==> config.mk <==
export PLATFORM = sky130hd
export DESIGN_NAME = cia_bus_initiator_flat
export DESIGN_NICKNAME = d
export VERILOG_FILES = /design/src/rtl/cia_bus_initiator_pkg.sv /design/src/rtl/cia_bus_initiator_if.sv /design/src/rtl/cia_eclk_gen.sv /design/src/rtl/cia_bus_initiator.sv /design/src/flat_wrapper.sv
export SDC_FILE = /design/constraint.sdc
export NUM_CORES = 1
export LEC_CHECK = 0
export BUFFER_PORTS_ARGS = -buffer_cell sky130_fd_sc_hd__buf_4
export CORE_ASPECT_RATIO = 0.6
export CORE_MARGIN = 2
export CORE_UTILIZATION = 40
export CTS_CLUSTER_DIAMETER = 100
export DETAILED_ROUTE_END_ITERATION = 8
export MAX_ROUTING_LAYER = met4
export PLACE_DENSITY = 0.75
export SYNTH_ARGS = -nofsm -noshare
export SYNTH_HDL_FRONTEND = slang
export SYNTH_HIERARCHICAL = 1
export SYNTH_SLANG_ARGS = --single-unit
==> constraint.sdc <==
create_clock -name clk -period 2 [get_ports clk]
set_input_delay 0.2 -clock clk [delete_from_list [all_inputs] [get_ports clk]]
set_output_delay 0.2 -clock clk [all_outputs]
set_load 0.005 [all_outputs]
==> src/rtl/cia_bus_initiator_pkg.sv <==
// Shared types and constants for the CIA bus initiator and its E-clock generator.
package cia_bus_pkg;

  localparam int E_LOW_DEF  = 6;
  localparam int E_HIGH_DEF = 4;

  localparam int CIAB_LANE = 1;
  localparam int CIAA_LANE = 0;

  typedef enum logic [2:0] {
    ST_IDLE    = 3'd0,
    ST_SYNC    = 3'd1,
    ST_ACCESS  = 3'd2,
    ST_DONE    = 3'd3,
    ST_RELEASE = 3'd4
  } cia_state_e;

  typedef struct packed {
    cia_state_e state;
    logic [3:0] ecnt;
  } cia_dbg_t;

endpackage

==> src/rtl/cia_bus_initiator_if.sv <==
// CPU-side request port and CIA-side strobe/data bus of the initiator.
// Handshake is four-phase: cpu_req rises, cpu_ack pulses one clk7_en period, cpu_req must fall before the next request.
interface cia_bus_if;
  logic        cpu_req;
  logic        cpu_rnw;
  logic [1:0]  cpu_sel;
  logic [3:0]  cpu_rs;
  logic [15:0] cpu_din;
  logic [15:0] cpu_dout;
  logic        cpu_ack;
  logic        eclk;
  logic [3:0]  cia_rs;
  logic        cia_rd;
  logic        cia_wr;
  logic        ciaa_aen;
  logic        ciab_aen;
  logic [7:0]  ciaa_wdata;
  logic [7:0]  ciab_wdata;
  logic [7:0]  ciaa_rdata;
  logic [7:0]  ciab_rdata;

  modport master (
    input  cpu_req, cpu_rnw, cpu_sel, cpu_rs, cpu_din, ciaa_rdata, ciab_rdata,
    output cpu_dout, cpu_ack, eclk, cia_rs, cia_rd, cia_wr,
           ciaa_aen, ciab_aen, ciaa_wdata, ciab_wdata
  );

  modport slave (
    output cpu_req, cpu_rnw, cpu_sel, cpu_rs, cpu_din, ciaa_rdata, ciab_rdata,
    input  cpu_dout, cpu_ack, eclk, cia_rs, cia_rd, cia_wr,
           ciaa_aen, ciab_aen, ciaa_wdata, ciab_wdata
  );
endinterface

==> src/rtl/cia_eclk_gen.sv <==
// Free-running E-clock generator: phase counter, registered E clock and phase decodes.
module cia_eclk_gen
  import cia_bus_pkg::*;
#(
  parameter int E_LOW  = E_LOW_DEF,
  parameter int E_HIGH = E_HIGH_DEF
) (
  input  logic       clk,
  input  logic       reset,
  input  logic       clk7_en,
  output logic [3:0] ecnt,
  output logic       eclk,
  output logic       phase_sync,
  output logic       phase_strobe,
  output logic       phase_last
);

  localparam logic [3:0] CNT_LAST   = 4'(E_LOW + E_HIGH - 1);
  localparam logic [3:0] CNT_STROBE = 4'(E_LOW + E_HIGH - 2);
  localparam logic [3:0] CNT_SYNC   = 4'(E_LOW - 1);
  localparam logic [3:0] CNT_HIGH   = 4'(E_LOW);

  logic [3:0] ecnt_nxt;

  always_comb begin
    ecnt_nxt = (ecnt == CNT_LAST) ? 4'd0 : ecnt + 4'd1;
  end

  // eclk is derived from the next count so it stays aligned with ecnt.
  always_ff @(posedge clk or posedge reset) begin
    if (reset) begin
      ecnt <= 4'd0;
      eclk <= 1'b0;
    end else if (clk7_en) begin
      ecnt <= ecnt_nxt;
      eclk <= (ecnt_nxt >= CNT_HIGH);
    end
  end

  assign phase_sync   = (ecnt == CNT_SYNC);
  assign phase_strobe = (ecnt == CNT_STROBE);
  assign phase_last   = (ecnt == CNT_LAST);

endmodule

==> src/rtl/cia_bus_initiator.sv <==
// Turns a CPU request into one E-aligned 6800-style access on CIA-A and/or CIA-B.
module cia_bus_initiator
  import cia_bus_pkg::*;
#(
  parameter int E_LOW  = E_LOW_DEF,
  parameter int E_HIGH = E_HIGH_DEF
) (
  input  logic      clk,
  input  logic      reset,
  input  logic      clk7_en,
  cia_bus_if.master bus,
  output cia_dbg_t  dbg
);

  cia_state_e  state, state_n;
  logic        rnw_q, rnw_n;
  logic [1:0]  sel_q, sel_n;
  logic [3:0]  rs_q, rs_n;
  logic [7:0]  wa_q, wa_n, wb_q, wb_n;
  logic        aen_a_q, aen_a_n, aen_b_q, aen_b_n;
  logic        rd_q, rd_n, wr_q, wr_n;
  logic        ack_q, ack_n;
  logic [15:0] dout_q, dout_n;

  logic [3:0] ecnt;
  logic       eclk, phase_sync, phase_strobe, phase_last;

  cia_eclk_gen #(.E_LOW(E_LOW), .E_HIGH(E_HIGH)) u_eclk (
    .clk          (clk),
    .reset        (reset),
    .clk7_en      (clk7_en),
    .ecnt         (ecnt),
    .eclk         (eclk),
    .phase_sync   (phase_sync),
    .phase_strobe (phase_strobe),
    .phase_last   (phase_last)
  );

  always_comb begin
    state_n = state;
    rnw_n   = rnw_q;
    sel_n   = sel_q;
    rs_n    = rs_q;
    wa_n    = wa_q;
    wb_n    = wb_q;
    aen_a_n = aen_a_q;
    aen_b_n = aen_b_q;
    rd_n    = rd_q;
    wr_n    = wr_q;
    ack_n   = ack_q;
    dout_n  = dout_q;
    unique case (state)
      ST_IDLE: begin
        if (bus.cpu_req) begin
          rnw_n   = bus.cpu_rnw;
          sel_n   = bus.cpu_sel;
          rs_n    = bus.cpu_rs;
          wa_n    = bus.cpu_din[CIAA_LANE*8 +: 8];
          wb_n    = bus.cpu_din[CIAB_LANE*8 +: 8];
          state_n = ST_SYNC;
        end
      end
      // Waiting for the last E-low slot keeps every access a full high phase.
      ST_SYNC: begin
        if (phase_sync) state_n = ST_ACCESS;
      end
      ST_ACCESS: begin
        if (phase_strobe) begin
          aen_a_n = sel_q[CIAA_LANE];
          aen_b_n = sel_q[CIAB_LANE];
          rd_n    = rnw_q;
          wr_n    = ~rnw_q;
        end
        if (phase_last) begin
          aen_a_n = 1'b0;
          aen_b_n = 1'b0;
          rd_n    = 1'b0;
          wr_n    = 1'b0;
          if (rnw_q) begin
            dout_n[CIAA_LANE*8 +: 8] = sel_q[CIAA_LANE] ? bus.ciaa_rdata : 8'hFF;
            dout_n[CIAB_LANE*8 +: 8] = sel_q[CIAB_LANE] ? bus.ciab_rdata : 8'hFF;
          end
          ack_n   = 1'b1;
          state_n = ST_DONE;
        end
      end
      ST_DONE: begin
        ack_n   = 1'b0;
        state_n = bus.cpu_req ? ST_RELEASE : ST_IDLE;
      end
      ST_RELEASE: begin
        if (!bus.cpu_req) state_n = ST_IDLE;
      end
      default: state_n = ST_IDLE;
    endcase
  end

  always_ff @(posedge clk or posedge reset) begin
    if (reset) begin
      state   <= ST_IDLE;
      rnw_q   <= 1'b0;
      sel_q   <= 2'b00;
      rs_q    <= 4'd0;
      wa_q    <= 8'd0;
      wb_q    <= 8'd0;
      aen_a_q <= 1'b0;
      aen_b_q <= 1'b0;
      rd_q    <= 1'b0;
      wr_q    <= 1'b0;
      ack_q   <= 1'b0;
      dout_q  <= 16'hFFFF;
    end else if (clk7_en) begin
      state   <= state_n;
      rnw_q   <= rnw_n;
      sel_q   <= sel_n;
      rs_q    <= rs_n;
      wa_q    <= wa_n;
      wb_q    <= wb_n;
      aen_a_q <= aen_a_n;
      aen_b_q <= aen_b_n;
      rd_q    <= rd_n;
      wr_q    <= wr_n;
      ack_q   <= ack_n;
      dout_q  <= dout_n;
    end
  end

  assign bus.cpu_dout   = dout_q;
  assign bus.cpu_ack    = ack_q;
  assign bus.eclk       = eclk;
  assign bus.cia_rs     = rs_q;
  assign bus.cia_rd     = rd_q;
  assign bus.cia_wr     = wr_q;
  assign bus.ciaa_aen   = aen_a_q;
  assign bus.ciab_aen   = aen_b_q;
  assign bus.ciaa_wdata = wa_q;
  assign bus.ciab_wdata = wb_q;

  assign dbg.state = state;
  assign dbg.ecnt  = ecnt;

endmodule

==> src/flat_wrapper.sv <==
// flat-port wrapper written by rule: the top's interface ports become plain ports
module cia_bus_initiator_flat import cia_bus_pkg::*;
#(
  parameter int E_LOW  = E_LOW_DEF,
  parameter int E_HIGH = E_HIGH_DEF
)
  (clk, reset, clk7_en, dbg, bus_cpu_req, bus_cpu_rnw, bus_cpu_sel, bus_cpu_rs, bus_cpu_din, bus_ciaa_rdata, bus_ciab_rdata, bus_cpu_dout, bus_cpu_ack, bus_eclk, bus_cia_rs, bus_cia_rd, bus_cia_wr, bus_ciaa_aen, bus_ciab_aen, bus_ciaa_wdata, bus_ciab_wdata);
  cia_bus_if bus_i ();
  input  logic clk;
  input  logic reset;
  input  logic clk7_en;
  output cia_dbg_t dbg;
  input wire logic [$bits(bus_i.cpu_req)-1:0] bus_cpu_req;
  input wire logic [$bits(bus_i.cpu_rnw)-1:0] bus_cpu_rnw;
  input wire logic [$bits(bus_i.cpu_sel)-1:0] bus_cpu_sel;
  input wire logic [$bits(bus_i.cpu_rs)-1:0] bus_cpu_rs;
  input wire logic [$bits(bus_i.cpu_din)-1:0] bus_cpu_din;
  input wire logic [$bits(bus_i.ciaa_rdata)-1:0] bus_ciaa_rdata;
  input wire logic [$bits(bus_i.ciab_rdata)-1:0] bus_ciab_rdata;
  output wire logic [$bits(bus_i.cpu_dout)-1:0] bus_cpu_dout;
  output wire logic [$bits(bus_i.cpu_ack)-1:0] bus_cpu_ack;
  output wire logic [$bits(bus_i.eclk)-1:0] bus_eclk;
  output wire logic [$bits(bus_i.cia_rs)-1:0] bus_cia_rs;
  output wire logic [$bits(bus_i.cia_rd)-1:0] bus_cia_rd;
  output wire logic [$bits(bus_i.cia_wr)-1:0] bus_cia_wr;
  output wire logic [$bits(bus_i.ciaa_aen)-1:0] bus_ciaa_aen;
  output wire logic [$bits(bus_i.ciab_aen)-1:0] bus_ciab_aen;
  output wire logic [$bits(bus_i.ciaa_wdata)-1:0] bus_ciaa_wdata;
  output wire logic [$bits(bus_i.ciab_wdata)-1:0] bus_ciab_wdata;
  assign bus_i.cpu_req = bus_cpu_req;
  assign bus_i.cpu_rnw = bus_cpu_rnw;
  assign bus_i.cpu_sel = bus_cpu_sel;
  assign bus_i.cpu_rs = bus_cpu_rs;
  assign bus_i.cpu_din = bus_cpu_din;
  assign bus_i.ciaa_rdata = bus_ciaa_rdata;
  assign bus_i.ciab_rdata = bus_ciab_rdata;
  assign bus_cpu_dout = bus_i.cpu_dout;
  assign bus_cpu_ack = bus_i.cpu_ack;
  assign bus_eclk = bus_i.eclk;
  assign bus_cia_rs = bus_i.cia_rs;
  assign bus_cia_rd = bus_i.cia_rd;
  assign bus_cia_wr = bus_i.cia_wr;
  assign bus_ciaa_aen = bus_i.ciaa_aen;
  assign bus_ciab_aen = bus_i.ciab_aen;
  assign bus_ciaa_wdata = bus_i.ciaa_wdata;
  assign bus_ciab_wdata = bus_i.ciab_wdata;
  cia_bus_initiator #(.E_LOW(E_LOW), .E_HIGH(E_HIGH)) u_core (.clk(clk), .reset(reset), .clk7_en(clk7_en), .bus(bus_i), .dbg(dbg));
endmodule
# --- After elaboration in Yosys (flattened, before gate mapping) ---
# Cells that the tools add are included.
word_totals:
  inputBits: 43
  out_inout_bits: 49
  register_bits: 52
op_classes:
  n_addsub: 1
  muxes: 19
  n_lt_le_gt_ge: 1
  reduce_logical: 8
  eq_ne: 11
  bitwise_logic: 1
op_table:
  columns: ["operator", "n"]
  rows:
  - ["$mux 8", 2]
  - ["$mux 3", 5]
  - ["$pmux 3 s5", 1]
  - ["$mux 1", 9]
  - ["$reduce_and 3->1", 3]
  - ["$eq 4x4->1 const B", 2]
  - ["$eq 3x2->1 const B", 2]
  - ["$reduce_and 5->1", 1]
  - ["$add 4x1->4 const B", 1]
  - ["$eq 4x3->1 const B", 1]
  - ["$ge 4x3->1 const B", 1]
  - ["$mux 4", 1]
  - ["$ne 2x1->1 const B", 2]
  - ["$ne 2x2->1 const B", 2]
  - ["$reduce_and 4->1", 1]
  - ["$reduce_bool 2->1", 2]
  - ["$eq 3x1->1 const B", 1]
  - ["$eq 3x3->1 const B", 1]
  - ["$logic_not 3->1", 1]
  - ["$pmux 1 s2", 1]
  - ["$not 1->1", 1]

# --- Longest topological paths before layout ---
# Gate-level depths: netlist of run 1.
logic_depth:
  depth_word: 3
  mapped_depth: 7
  depth_no_buf: 6

# --- Hierarchy ---
# The synthesis of run 1 kept the hierarchy.
modules_own_cells:
  columns: ["module", "cells_per_inst", "seq_area_each_um2", "area_each_um2", "n_inst"]
  rows:
  - ["cia_bus_initiator", 134, 1196.1, 1978.1, 1]
  - ["cia_eclk_gen", 29, 125.1, 270.3, 1]

# --- Worst setup path before layout of run 1 ---
# No wires, ideal clock.
synth_path:
  kind: "register to register"
  startpoint: "register u_core.state[0]"
  endpoint: "register u_core.dout_q[0], in the netlist u_core/bus.cpu_dout[0]"
  setup_slack_ps: 354
  stages_incl_launch_ff: 7
  arrival_time_ps: 1564
  period_less_slack_ps: 1646
  setup_time_ps: 82
  path_cell_list: "dfrtp_1 clkbuf_2 nor4bb_4 and3_1 buf_6 buf_12 mux2_2"
synth_between:
  elab_chain_len: 2
synth_rtl:
  columns: ["item", "line", "text"]
  rows:
  - ["from (decl)", "cia_bus_initiator.sv:15", "cia_state_e state, state_n;"]
  - ["from (signal assigned)", "cia_bus_initiator.sv:113", "state <= state_n;"]
  - ["$eq 3x2->1", "cia_bus_initiator.sv:52", "unique case (state)"]
  - ["$reduce_and 4->1 (no source line)", null, null]
  - ["to (signal assigned)", "cia_bus_initiator.sv:124", "dout_q <= dout_n;"]
  - ["to (decl)", "cia_bus_initiator.sv:23", "logic [15:0] dout_q, dout_n;"]
# Every way passes these cells.
# A chain may end at the register's enable or synchronous reset.

# --- Final worst setup path of run 1 ---
layout_path:
  startpoint: "register u_core.u_eclk.ecnt[1]"
  endpoint: "register u_core.dout_q[8], in the netlist u_core/bus.cpu_dout[8]"
layout_between:
  elab_chain_len: 2
layout_rtl:
  columns: ["item", "line", "text"]
  rows:
  - ["from (decl)", "cia_eclk_gen.sv:11", "output logic [3:0] ecnt,"]
  - ["from (signal assigned)", "cia_eclk_gen.sv:35", "ecnt <= ecnt_nxt;"]
  - ["$eq 4x4->1", "cia_eclk_gen.sv:42", "assign phase_last = (ecnt == CNT_LAST);"]
  - ["named net u_core.phase_last", "cia_bus_initiator.sv:26", "logic eclk, phase_sync, phase_strobe, phase_last;"]
  - ["$reduce_and 4->1 (no source line)", null, null]
# The timed path passes the listed nets, and every way through them passes these cells.

==> results of run 1 <==
-- cell usage after synthesis --
| library cell | instances |
|---|---|
| sky130_fd_sc_hd__a311o_1 | 1 |
| sky130_fd_sc_hd__nor2_1 | 4 |
| sky130_fd_sc_hd__o21ai_0 | 4 |
| sky130_fd_sc_hd__nand4b_1 | 1 |
| sky130_fd_sc_hd__nor4bb_4 | 1 |
| sky130_fd_sc_hd__inv_1 | 5 |
| sky130_fd_sc_hd__buf_2 | 2 |
| sky130_fd_sc_hd__buf_4 | 1 |
| sky130_fd_sc_hd__mux2_2 | 39 |
| sky130_fd_sc_hd__nand3_1 | 2 |
| sky130_fd_sc_hd__and3b_1 | 2 |
| sky130_fd_sc_hd__a31oi_1 | 2 |
| sky130_fd_sc_hd__buf_12 | 1 |
| sky130_fd_sc_hd__nor2b_1 | 2 |
| sky130_fd_sc_hd__dfrtp_1 | 36 |
| sky130_fd_sc_hd__nor4b_1 | 1 |
| sky130_fd_sc_hd__xor2_1 | 1 |
| sky130_fd_sc_hd__and3_1 | 1 |
| sky130_fd_sc_hd__nand2_1 | 4 |
| sky130_fd_sc_hd__a32o_1 | 1 |
| sky130_fd_sc_hd__nand2b_1 | 18 |
| sky130_fd_sc_hd__o21a_1 | 1 |
| sky130_fd_sc_hd__a22o_1 | 5 |
| sky130_fd_sc_hd__nor3_1 | 1 |
| sky130_fd_sc_hd__a21o_1 | 2 |
| sky130_fd_sc_hd__o22ai_1 | 1 |
| sky130_fd_sc_hd__clkbuf_2 | 1 |
| sky130_fd_sc_hd__nand2b_4 | 1 |
| sky130_fd_sc_hd__xnor2_1 | 1 |
| sky130_fd_sc_hd__nand2_2 | 1 |
| sky130_fd_sc_hd__dfstp_2 | 16 |
| sky130_fd_sc_hd__nand4_1 | 1 |
| sky130_fd_sc_hd__a21oi_1 | 2 |
| sky130_fd_sc_hd__buf_6 | 1 |
-- power groups by stage --
| stage | logic, uW | clock network [uW] | registers (uW) |
|---|---|---|---|
| after floorplan | 767 | 0 | 1920 |
| after CTS | 1630 | 678 | 1950 |
| after detailed placement | 1620 | 0 | 1960 |
| after global placement | 1590 | 0 | 1950 |
| final | 1600 | 647 | 1940 |
| after global routing | 1780 | 721 | 2020 |
-- metal layers --
| metal | up-vias | global-route usage, % | share of wire (%) |
|---|---|---|---|
| met4 | 0 | 2.94 | 0.28 |
| met2 | 55 | 20.6 | 42 |
| met3 | 2 | 4.59 | 7.5 |
| li1 | 766 | - | - |
| met5 | - | - | 0 |
| met1 | 760 | 23.0 | 50 |
-- registers in the layout, summed over array words and instances, names as in the netlist --
| signal | cells |
|---|---|
| u_core/bus.cia_rs | 4 |
| u_core/bus.ciaa_wdata | 8 |
| u_core/rnw_q | 1 |
| u_core/u_eclk/eclk | 1 |
| u_core/bus.ciab_aen | 1 |
| u_core/u_eclk/ecnt | 4 |
| u_core/bus.cpu_ack | 1 |
| u_core/bus.cpu_dout | 16 |
| u_core/state | 3 |
| u_core/bus.ciaa_aen | 1 |
| u_core/bus.cia_wr | 1 |
| u_core/bus.ciab_wdata | 8 |
| u_core/bus.cia_rd | 1 |
| u_core/sel_q | 2 |
-- critical path: stages, from the launching register on --
cell and delay (ns):
sky130_fd_sc_hd__dfrtp_1 0.45, sky130_fd_sc_hd__inv_1 0.14, sky130_fd_sc_hd__nand2_1 0.08, sky130_fd_sc_hd__nor2_1 0.22, sky130_fd_sc_hd__and3_1 0.20, sky130_fd_sc_hd__buf_4 0.23
sky130_fd_sc_hd__mux2_2 0.37
-- cells by family (layout without fill, tap and decap cells) --
group | after synthesis | count (layout) | share of synthesized area, %
compound gates | 19 | 19 | 6.01
xor+xnor | 2 | 2 | 0.779
flops | 52 | 52 | 58.8
mux | 39 | 39 | 19.5
simple gates | 40 | 40 | 11.7
buf+inv | 11 | 110 | 3.23
-- final timing paths --
| path | start | endpoint | slack, ns | depth (start not counted) |
|---|---|---|---|---|
| worst max-delay path | u_core/u_eclk/ecnt[1] | u_core/bus.cpu_dout[8] | 0.23 | 6 |
| worst min-delay path | bus_cpu_din[3] | u_core/bus.ciaa_wdata[3] | 0.13 | 2 |
| worst max register to register | u_core/u_eclk/ecnt[1] | u_core/bus.cpu_dout[8] | 0.23 | 6 |
| worst min register to register | u_core/bus.ciab_wdata[2] | u_core/bus.ciab_wdata[2] | 0.51 | 1 |
| max in group asynchronous | reset | u_core/bus.cpu_dout[12] | 0.96 | 4 |
| min in group asynchronous | reset | u_core/u_eclk/ecnt[2] | 0.36 | 3 |
-- what timing repair did --
action                                 in CTS  in global routing
hold buffers                                1                  0
endpoints found under the hold margin      20                  0
resized for setup                           0                  0
-- final cells by class --
type	count	area, sq um	area share, %
sequential	52	1320	42.4
multi-input combinational	100	855	27.4
timing repair buffer	97	731	23.5
clock buffer	7	97.6	3.13
tap	69	86.3	2.77
inverter	5	18.8	0.603
clock inverter	1	5.00	0.161
-- metrics by stage --
stage	cells	power (uW)	worst slack, ns
after CTS	331	4250	0.225
after global routing	331	4520	0.0603
after detailed placement	322	3580	0.251
after global placement	322	3540	0.325
after floorplan	163	2690	0.354
final	331	4190	0.231
-- cell usage in the layout, fill, tap and decap left out, drive strengths merged, types with 2 or more instances in the layout --
master	Yosys	layout
nand3	2	2
buf	5	96
dfstp	16	16
a21o	2	2
nand2b	19	19
and3b	2	2
a31oi	2	2
o21ai	4	4
nor2	4	4
clkbuf	1	7
nor2b	2	2
inv	5	5
a21oi	2	2
mux2	39	39
nand2	5	5
dfrtp	36	36
a22o	5	5
==> reports/qor.log, run 1 <==
[setup_path] critical path data arrival time 1.99 ns
[timing] slew at the pin with the worst max-slew slack 0.445 ns
[grt] pin count of the biggest net entering global routing 24
[placed_design] port bufs 91
[pwr] Clock Power Share 15.4%
[pwr] switching pwr 1250 uW
[timing] maximum clock rate 0.565 GHz
[synth] fraction of post-synthesis cell area in the top cell type by area 40.1%
[placed_design] routability congestion estimate from global placement 0.814
[timing] setup repair after global routing missed its margin no
[hold_path] Min-Delay Path Class primary input to register
[drt] routed vias 1583
[timing] headroom to the max-slew limit 70.0%
[pwr] Flop pwr share 46.4%
[clock_network] Clk pin slew, worst setup/hold paths 0.09 ns
[placed_design] standard cell area after detailed placement 3000 sq um
[grt] Remaining Overflow, GRT 0
[timing] setup skew after layout 0.00667 ns
[grt] via count of the first global-routing pass 1430
[flow_run] total of max-cap violations 0
[drt] WL final 4580 um
[synth] number of nets in the synthesized netlist 206
[clock_network] worst-case clock buffer depth 2
[layout] Final Net Count 304
[layout] fraction of the core area covered by cells at the end of the flow 56.7%
[grt] number of antenna violations at the first check in global routing 0
[synth] post-synthesis area per instance 13.8 sq um
[timing] final critical-path required period 1.77 ns
[floorplanning] Starting Density 40.9%
[clock_network] root buffer cell sky130_fd_sc_hd__clkbuf_8
[drt] DRT antenna net count 0
[timing] number of max-slew violations in the final report 0
[pwr] power density of the placed cells 1350 nW/um^2
[drt] DRT Pass-1 Iters 4
[placed_design] dpl hpwl 3430 um
[setup_path] Worst setup EP type register
[floorplanning] width of the chip 101 um
[pwr] VDD IR max 0.611 mV
[layout] area of all placed cells without fillers 3110 sq um
[clock_network] Post-CTS Repair Setup Buffers 0
[layout] filler instances 473
[synth] most area-consuming cells after synthesis sky130_fd_sc_hd__dfrtp_1 40%, sky130_fd_sc_hd__mux2_2 20%, sky130_fd_sc_hd__dfstp_2 19%
[drt] wire per inst 13.8 um
[floorplanning] count of pins on the block boundary 92
[clock_network] clock latency at the later pin of the worst-skew pair 0.29 ns
[floorplanning] number of core rows 21
[floorplanning] die boundary height 62.1 um
[drt] drc violations 0
[setup_path] worst-path fanout max 16
[floorplanning] area of the die 6260 sq um
[setup_path] category of the critical setup timing path register to register
[synth] synthesized instance count 163
[grt] global-route usage over all layers 15.4%
[setup_path] CP required 2.22 ns
[clock_network] clock tree from TritonCTS yes
[layout] fraction of final layout cells with drive strength greater than 1 61.8%
[timing] period utilisation layout 88.4%
[pwr] combinational power share 38.2%
[synth] #FFs+latches synth 52
[synth] cell type with the highest aggregate area in the netlist sky130_fd_sc_hd__dfrtp_1
[synth] number of distinct library cells after synthesis 34
[synth] Synth warnings 6
[drt] drt via density 4.78
[setup_path] startpoint types register
[pwr] leakage power 0.00151 uW
[drt] Iter 0 DRT Violations 26
[clock_network] clock tree sinks 52
[timing] worst-case hold slack 0.129 ns
[layout] layout overhead on the synthesized area 38.5%
[layout] Ant. Diodes 0
[pwr] internal cell power 2950 uW
[outcome] status finished clean
[pwr] switching share of power 29.7%
[floorplanning] placeable core region 5490 sq um
[clock_network] number of buffers created by CTS 5
[synth] netlist area before placement 2250 sq um
[timing] final setup TNS 0 ns
[timing] final setup fails 0
[synth] sequential element share of the synthesized area 58.8%
[clock_network] Max H-tree Level 2
[timing] count of endpoints failing hold in the final timing report 0
[grt] first-pass GRT wire length 7110 um
Note: power is estimated with default switching activity, not from simulation.
==> inputs of run 2 (changes only) <==
--- a/config.mk
+++ b/config.mk
@@ -5,6 +5,7 @@
 export SDC_FILE = /design/constraint.sdc
 export NUM_CORES = 1
 export LEC_CHECK = 0
+export ABC_AREA = 1
 export BUFFER_PORTS_ARGS = -buffer_cell sky130_fd_sc_hd__buf_4
 export CORE_ASPECT_RATIO = 0.6
 export CORE_MARGIN = 2
==> run 2 against run 1 <==
  * Die area grew 4.7%
  * Non-clock buffer count down 1
  * Largest cell class unchanged
  * Largest power group unchanged
  * Routed wire length rose by 14%
  * Critical path depth up 3
  * Critical path type unchanged
  * Design area increased by 3.1%
  * Clock skew shrank 0.0022 ns
  * First-iteration DRC count grew to 3.7 times the previous value
  * Synthesized cell count grew 60%
  * Critical endpoint is now u_core/state[1]
  * Count of clock-buffer cells in the layout down 1
  * Area after synthesis increased by 5.0%
  * Core utilization increased by 0.41 points
  * Total power fell by 3.2%
==> reports/qor.log, run 2 <==
[clock_network] root buffer cell sky130_fd_sc_hd__clkbuf_8
[timing] count of endpoints failing hold in the final timing report 0
[pwr] Flop pwr share 45.2%
[synth] number of synthesized flops with an enable pin 0
[clock_network] number of buffers created by CTS 5
[drt] drt via density 4.49
[timing] maximum clock rate 0.582 GHz
[layout] most common cell after layout, fill and taps aside sky130_fd_sc_hd__buf_4
[placed_design] port bufs 91
[synth] Simple-Gate Fraction of Synth Area 20.9%
[timing] final setup fails 0
[setup_path] Crit path top cell by count sky130_fd_sc_hd__nand2_1
[layout] most frequent cells in the layout 94 x sky130_fd_sc_hd__buf_4, 44 x sky130_fd_sc_hd__nand2_1, 38 x sky130_fd_sc_hd__nor2_1
[setup_path] Worst setup EP type register
[timing] period utilisation layout 86.0%
[grt] via count of the first global-routing pass 1851
[clock_network] clock tree from TritonCTS yes
[timing] headroom to the max-slew limit 60.4%
[timing] setup repair after global routing missed its margin no
[clock_network] worst-case clock buffer depth 2
[setup_path] slowest stage cell on the critical path sky130_fd_sc_hd__dfrtp_1
[setup_path] cell depth of the worst flop-to-flop path 9
[floorplanning] number of core rows 21
[synth] dominant combinational cell family by area after synthesis simple AND/OR/NAND/NOR gates
[grt] Remaining Overflow, GRT 0
[clock_network] count of cells resized by post-cts repair 0
[layout] Final Net Count 397
[flow_run] total of max-cap violations 0
[timing] worst-case hold slack 0.139 ns
[placed_design] worst setup slack before clock tree synthesis 0.320 ns
[hold_path] Min-Delay Path Class primary input to register
[synth] synthesized instance count 260
[setup_path] worst-path fanout max 6
[setup_path] category of the critical setup timing path register to register
[timing] Worst Slack Setup Final 0.281 ns
[pwr] VDD IR max 0.541 mV
[synth] share of the synthesized area in compound gates (AO/OA/AOI/OAI) 13.2%
[setup_path] critical path data arrival time 1.91 ns
[layout] layout overhead on the synthesized area 36.1%
[layout] fraction of final layout cells with drive strength greater than 1 41.4%
[setup_path] startpoint types register
[pwr] Clock Power Share 14.3%
[drt] DRT antenna net count 0
[synth] netlist area before placement 2360 sq um
[pwr] switching share of power 36.2%
[floorplanning] count of pins on the block boundary 92
[synth] fraction of post-synthesis cell area in the top cell type by area 38.2%
[outcome] status finished clean
[synth] top cells by instance count after synthesis 44 x sky130_fd_sc_hd__nand2_1, 38 x sky130_fd_sc_hd__nor2_1, 36 x sky130_fd_sc_hd__dfrtp_1
[layout] filler instances 541
[synth] sequential element share of the synthesized area 56.0%
[synth] Synth warnings 6
[clock_network] clock tree sinks 52
[synth] cell type with the highest aggregate area in the netlist sky130_fd_sc_hd__dfrtp_1
[synth] share of the synthesized netlist area taken by xor and xnor gates 0.742%
[grt] global-route usage over all layers 17.5%
[synth] post-synthesis area per instance 9.08 sq um
[pwr] leakage power 0.00164 uW
[timing] setup skew after layout 0.00452 ns
[drt] routed vias 1953
[pwr] internal cell power 2590 uW
[grt] pin count of the biggest net entering global routing 48
[drt] Iter 0 DRT Violations 95
[pwr] power density of the placed cells 1260 nW/um^2
[synth] fraction of the mapped netlist area in adder cells 0%
[layout] Ant. Diodes 0
[synth] number of distinct library cells after synthesis 25
[drt] DRT Pass-1 Iters 5
[layout] storage element area 1320 sq um
[clock_network] Clk pin slew, worst setup/hold paths 0.09 ns
[synth] multiplexer share of the synthesized area 0%
[setup_path] cells along the critical path inv_2 -> nor2_1 -> nand2_1 -> inv_1 -> nor2_1 -> a21oi_1 -> nand3_1 -> nand2_1 -> nand2_1
[synth] Top FF cell, synth sky130_fd_sc_hd__dfrtp_1
[synth] most area-consuming cells after synthesis sky130_fd_sc_hd__dfrtp_1 38%, sky130_fd_sc_hd__dfstp_2 18%, sky130_fd_sc_hd__nand2_1 7.0%
[timing] number of max-slew violations in the final report 0
[synth] most frequent cell after synthesis sky130_fd_sc_hd__nand2_1
[pwr] combinational power share 40.5%
[clock_network] clock latency at the later pin of the worst-skew pair 0.29 ns
[layout] max reg flops 16
[synth] share of async-settable or async-resettable flops after synthesis 100%
[clock_network] Post-CTS Repair Setup Buffers 0
[clock_network] Max H-tree Level 2
[floorplanning] area of the die 6550 sq um
[floorplanning] width of the chip 103 um
[floorplanning] placeable core region 5620 sq um
[timing] final critical-path required period 1.72 ns
[grt] first-pass GRT wire length 8690 um
[drt] WL final 5220 um
[timing] final setup TNS 0 ns
[floorplanning] die boundary height 63.5 um
[hold_path] number of stages on the worst hold path 3
[setup_path] largest stage delay on the critical path 0.47 ns
[floorplanning] Starting Density 42.0%
[pwr] sum of internal, switching and leakage power 4060 uW
[placed_design] routability congestion estimate from global placement 0.742
[drt] drc violations 0
[layout] multi-input combinational cell area 823 sq um
[synth] #FFs+latches synth 52
[grt] number of antenna violations at the first check in global routing 0
[timing] slew at the pin with the worst max-slew slack 0.593 ns
[setup_path] CP required 2.19 ns
[pwr] switching pwr 1470 uW
[synth] number of nets in the synthesized netlist 303
[drt] wire per inst 12.0 um
[placed_design] dpl hpwl 3890 um
==> run 2: cell types whose count changed after synthesis, sizes merged, moves of 4 or more <==
cell | before | now
nand2 | 5 | 46
nor2 | 4 | 45
mux2 | 39 | 0
inv | 5 | 37
o21ai | 4 | 27
a21oi | 2 | 21
nand2b | 19 | 0
nand3 | 2 | 8
nand4 | 1 | 7
a22o | 5 | 0
buf | 5 | 9
==> run 2: path summary, 6_finish.rpt <==
check / from / end / slack [ns]
min in group asynchronous: reset / u_core/u_eclk/eclk / 0.38
max in group asynchronous: reset / u_core/bus.ciab_aen / 0.98
setup reg to reg: u_core/u_eclk/ecnt[0] / u_core/state[1] / 0.28
hold / removal: bus_cpu_din[7] / u_core/bus.ciaa_wdata[7] / 0.14
hold reg to reg: u_core/bus.ciab_wdata[0] / u_core/bus.ciab_wdata[0] / 0.50
setup / recovery: u_core/u_eclk/ecnt[0] / u_core/state[1] / 0.28
==> run 2: layout make-up <==
class,instances,area share [%]
Tap cell,80,3.12
Clock buffer,6,2.26
Multi-Input combinational cell,160,25.6
Inverter,39,4.56
Timing Repair Buffer,96,22.9
Sequential cell,52,41.1
Clock inverter,2,0.390
==> run 2: stage by stage <==
step	utilization (%)	instance area [sq um]	instances
after floorplan	-	2360	260
after global placement	55.4	3120	426
after detailed placement	55.4	3120	426
after CTS	57.1	3210	435
after global routing	57.1	3210	435
final	57.1	3210	435
==> run 2: power by group through the flow <==
| stage | clock (uW) | sequential, uW | combinational [uW] |
|---|---|---|---|
| floorplan | 0 | 1800 | 886 |
| global placement | 0 | 1840 | 1610 |
| detailed placement | 0 | 1850 | 1670 |
| CTS | 607 | 1840 | 1660 |
| global route | 654 | 1900 | 1850 |
| finish | 579 | 1840 | 1650 |
==> run 2: critical path: cells and delay by family, from the launching register on <==
family	cells	cell delay, ns
flip-flops	1	0.47
AO/OA/AOI/OAI	1	0.26
buffers and inverters	2	0.26
AND/OR/NAND/NOR	6	0.64
==> run 2: timing repair <==
action,4_1_cts,5_1_grt
setup endpoints to repair,0,0
endpoints found under the hold margin,5,0
hold buffers,1,0
==> run 2: cell families after synthesis <==
logic type,after synthesis
and+or+nand+nor,108
xor gates and xnor gates,2
AOI/OAI and AO/OA,50
DFF,52
buffers and inverters,48
==> run 2: metal layers <==
metal,GRT usage (%),part of all wire (%),vias to the layer above
met3,5.33,8.7,2
li1,-,-,1010
met2,24.8,41,77
met4,3.95,0.31,0
met1,24.6,50,864
met5,-,0,-
==> inputs of run 3 (changes only) <==
--- a/config.mk
+++ b/config.mk
@@ -9,11 +9,11 @@
 export BUFFER_PORTS_ARGS = -buffer_cell sky130_fd_sc_hd__buf_4
 export CORE_ASPECT_RATIO = 0.6
 export CORE_MARGIN = 2
-export CORE_UTILIZATION = 40
+export CORE_UTILIZATION = 45
 export CTS_CLUSTER_DIAMETER = 100
 export DETAILED_ROUTE_END_ITERATION = 8
 export MAX_ROUTING_LAYER = met4
-export PLACE_DENSITY = 0.75
+export PLACE_DENSITY = 0.82
 export SYNTH_ARGS = -nofsm -noshare
 export SYNTH_HDL_FRONTEND = slang
 export SYNTH_HIERARCHICAL = 1
==> run 3 against run 2 <==
  * First-iteration DRC count decreased by 36%
  * Cell count down 3.7%
  * Global-route usage up 1.7 points
  * Die area fell by 11%
  * Worst setup slack got worse by 0.037 ns
  * Sequential power about the same
  * Critical path depth unchanged
  * Critical path type unchanged
  * Critical endpoint is now u_core/state[2]
  * Largest cell class unchanged
  * Largest power group unchanged
  * Highest routed layer unchanged
==> reports/qor.log, run 3 (synthesized netlist as in run 2, its figures left out) <==
[timing] count of endpoints failing hold in the final timing report 0
[layout] most common cell after layout, fill and taps aside sky130_fd_sc_hd__buf_4
[pwr] combinational power share 38.7%
[grt] Remaining Overflow, GRT 0
[setup_path] cell depth of the worst flop-to-flop path 9
[setup_path] worst reg-to-reg setup slack 0.24 ns
[clock_network] worst-case clock buffer depth 2
[pwr] switching share of power 34.8%
[drt] routed vias 1959
[floorplanning] count of pins on the block boundary 92
[timing] number of max-slew violations in the final report 0
[drt] drt via density 4.68
[placed_design] number of placed instances, taps included 410
[outcome] status finished clean
[grt] via count of the first global-routing pass 1771
[grt] number of antenna violations at the first check in global routing 0
[timing] setup skew after layout 0.00332 ns
[floorplanning] die boundary height 60.1 um
[drt] Iter 0 DRT Violations 61
[layout] max reg flops 16
[clock_network] Post-CTS Repair Setup Buffers 0
[floorplanning] placeable core region 5050 sq um
[timing] period utilisation layout 87.8%
[clock_network] number of buffers created by CTS 5
[grt] pin count of the biggest net entering global routing 47
[pwr] Flop pwr share 43.1%
[grt] global-route usage over all layers 19.2%
[floorplanning] area of the die 5860 sq um
[clock_network] count of cells resized by post-cts repair 0
[floorplanning] Starting Density 46.7%
[setup_path] category of the critical setup timing path register to register
[placed_design] port bufs 91
[timing] final setup fails 0
[layout] most frequent cells in the layout 91 x sky130_fd_sc_hd__buf_4, 44 x sky130_fd_sc_hd__nand2_1, 38 x sky130_fd_sc_hd__nor2_1
[layout] Final Net Count 395
[timing] final setup TNS 0 ns
[drt] DRT Pass-1 Iters 4
[clock_network] clock tree sinks 52
[hold_path] Min-Delay Path Class primary input to register
[layout] fraction of final layout cells with drive strength greater than 1 41.6%
[layout] layout overhead on the synthesized area 37.0%
[setup_path] Worst setup EP type register
[hold_path] number of stages on the worst hold path 3
[setup_path] critical path data arrival time 1.95 ns
[clock_network] Clk pin slew, worst setup/hold paths 0.09 ns
[timing] slew at the pin with the worst max-slew slack 0.603 ns
[floorplanning] width of the chip 97.5 um
[floorplanning] number of core rows 20
[pwr] power density of the placed cells 1320 nW/um^2
[drt] wire per inst 12.5 um
[placed_design] dpl hpwl 3920 um
[pwr] switching pwr 1480 uW
[layout] Ant. Diodes 0
[drt] DRT antenna net count 0
[setup_path] CP required 2.19 ns
[pwr] Clock Power Share 18.2%
[placed_design] worst setup slack before clock tree synthesis 0.296 ns
[clock_network] clock latency at the later pin of the worst-skew pair 0.30 ns
[pwr] VDD IR max 0.582 mV
[pwr] leakage power 0.00166 uW
[timing] setup repair after global routing missed its margin no
[clock_network] root buffer cell sky130_fd_sc_hd__clkbuf_8
[setup_path] startpoint types register
[setup_path] worst-path fanout max 6
[drt] drc violations 0
[timing] maximum clock rate 0.569 GHz
[placed_design] routability congestion estimate from global placement 0.897
[drt] WL final 5220 um
[timing] headroom to the max-slew limit 59.7%
[grt] first-pass GRT wire length 8610 um
[flow_run] total of max-cap violations 0
[clock_network] clock tree from TritonCTS yes
[clock_network] Max H-tree Level 2
[layout] count of placed standard cells in the final layout, fillers left out 419
[pwr] internal cell power 2780 uW
[timing] Worst Slack Setup Final 0.244 ns
[timing] final critical-path required period 1.76 ns
[run 3: cell count changes in the layout (fill, tap and decap cells not counted), sizes merged]
cell and delta:
buf -2, bufinv +1, clkbuf +1, clkinv -2
[run 3: per-stage QoR]
step | area, sq um | hold slack, ns | power [uW] | utilization (%)
after detailed placement | 3100 | 0.134 | 3510 | 61.3
after floorplan | 2360 | -0.0215 | 2690 | -
final | 3230 | 0.136 | 4260 | 64.0
after global routing | 3230 | 0.129 | 4590 | 64.0
after global placement | 3100 | 0.135 | 3440 | 61.3
after CTS | 3230 | 0.126 | 4300 | 64.0
[run 3: critical path, cell delays in order (launching register included)]
cell and delay (ns):
sky130_fd_sc_hd__dfrtp_1 0.48, sky130_fd_sc_hd__inv_2 0.07, sky130_fd_sc_hd__nor2_1 0.11, sky130_fd_sc_hd__nand2_1 0.10, sky130_fd_sc_hd__inv_1 0.19, sky130_fd_sc_hd__nor2_1 0.08, sky130_fd_sc_hd__a21oi_1 0.28, sky130_fd_sc_hd__nand3_1 0.18
sky130_fd_sc_hd__nand2_1 0.10, sky130_fd_sc_hd__nand2_1 0.06
[run 3: layout make-up]
class	count	area [sq um]
clock buffers	7	96.3
clock inverters	1	30.0
fillers	463	1820
inverters	39	146
multi-input cells	160	823
flip-flops and latches	52	1320
well taps	66	82.6
repair buffers	94	733
[run 3: path summary, 6_finish.rpt]
| check | from | to |
|---|---|---|
| worst max-delay path | u_core/u_eclk/ecnt[0] | u_core/state[2] |
| worst min-delay path | bus_cpu_din[5] | u_core/bus.ciaa_wdata[5] |
| worst max register to register | u_core/u_eclk/ecnt[0] | u_core/state[2] |
| worst min register to register | u_core/bus.ciab_wdata[6] | u_core/bus.ciab_wdata[6] |
| max in group asynchronous | reset | u_core/bus.cpu_dout[4] |
| min in group asynchronous | reset | u_core/u_eclk/ecnt[3] |
[run 3: metal layers]
metal  vias up  global-route usage (%)  part of all wire, %
li1       1002                       -                    -
met1       879                    27.4                   50
met2        73                    26.5                   42
met3         5                    6.55                  8.3
met4         0                    3.57                 0.59
met5         -                       -                    0
[run 3: timing repair]
item,in CTS,in global routing
hold buffers,1,0
endpoints found under the setup margin,0,0
hold endpoints to repair,15,0
[run 3: power groups by stage]
| stage | registers, uW | clock network, uW | logic (uW) |
|---|---|---|---|
| detailed placement | 1850 | 0 | 1670 |
| floorplan | 1800 | 0 | 886 |
| CTS | 1840 | 795 | 1660 |
| finish | 1840 | 778 | 1650 |
| global placement | 1840 | 0 | 1600 |
| global route | 1900 | 847 | 1840 |
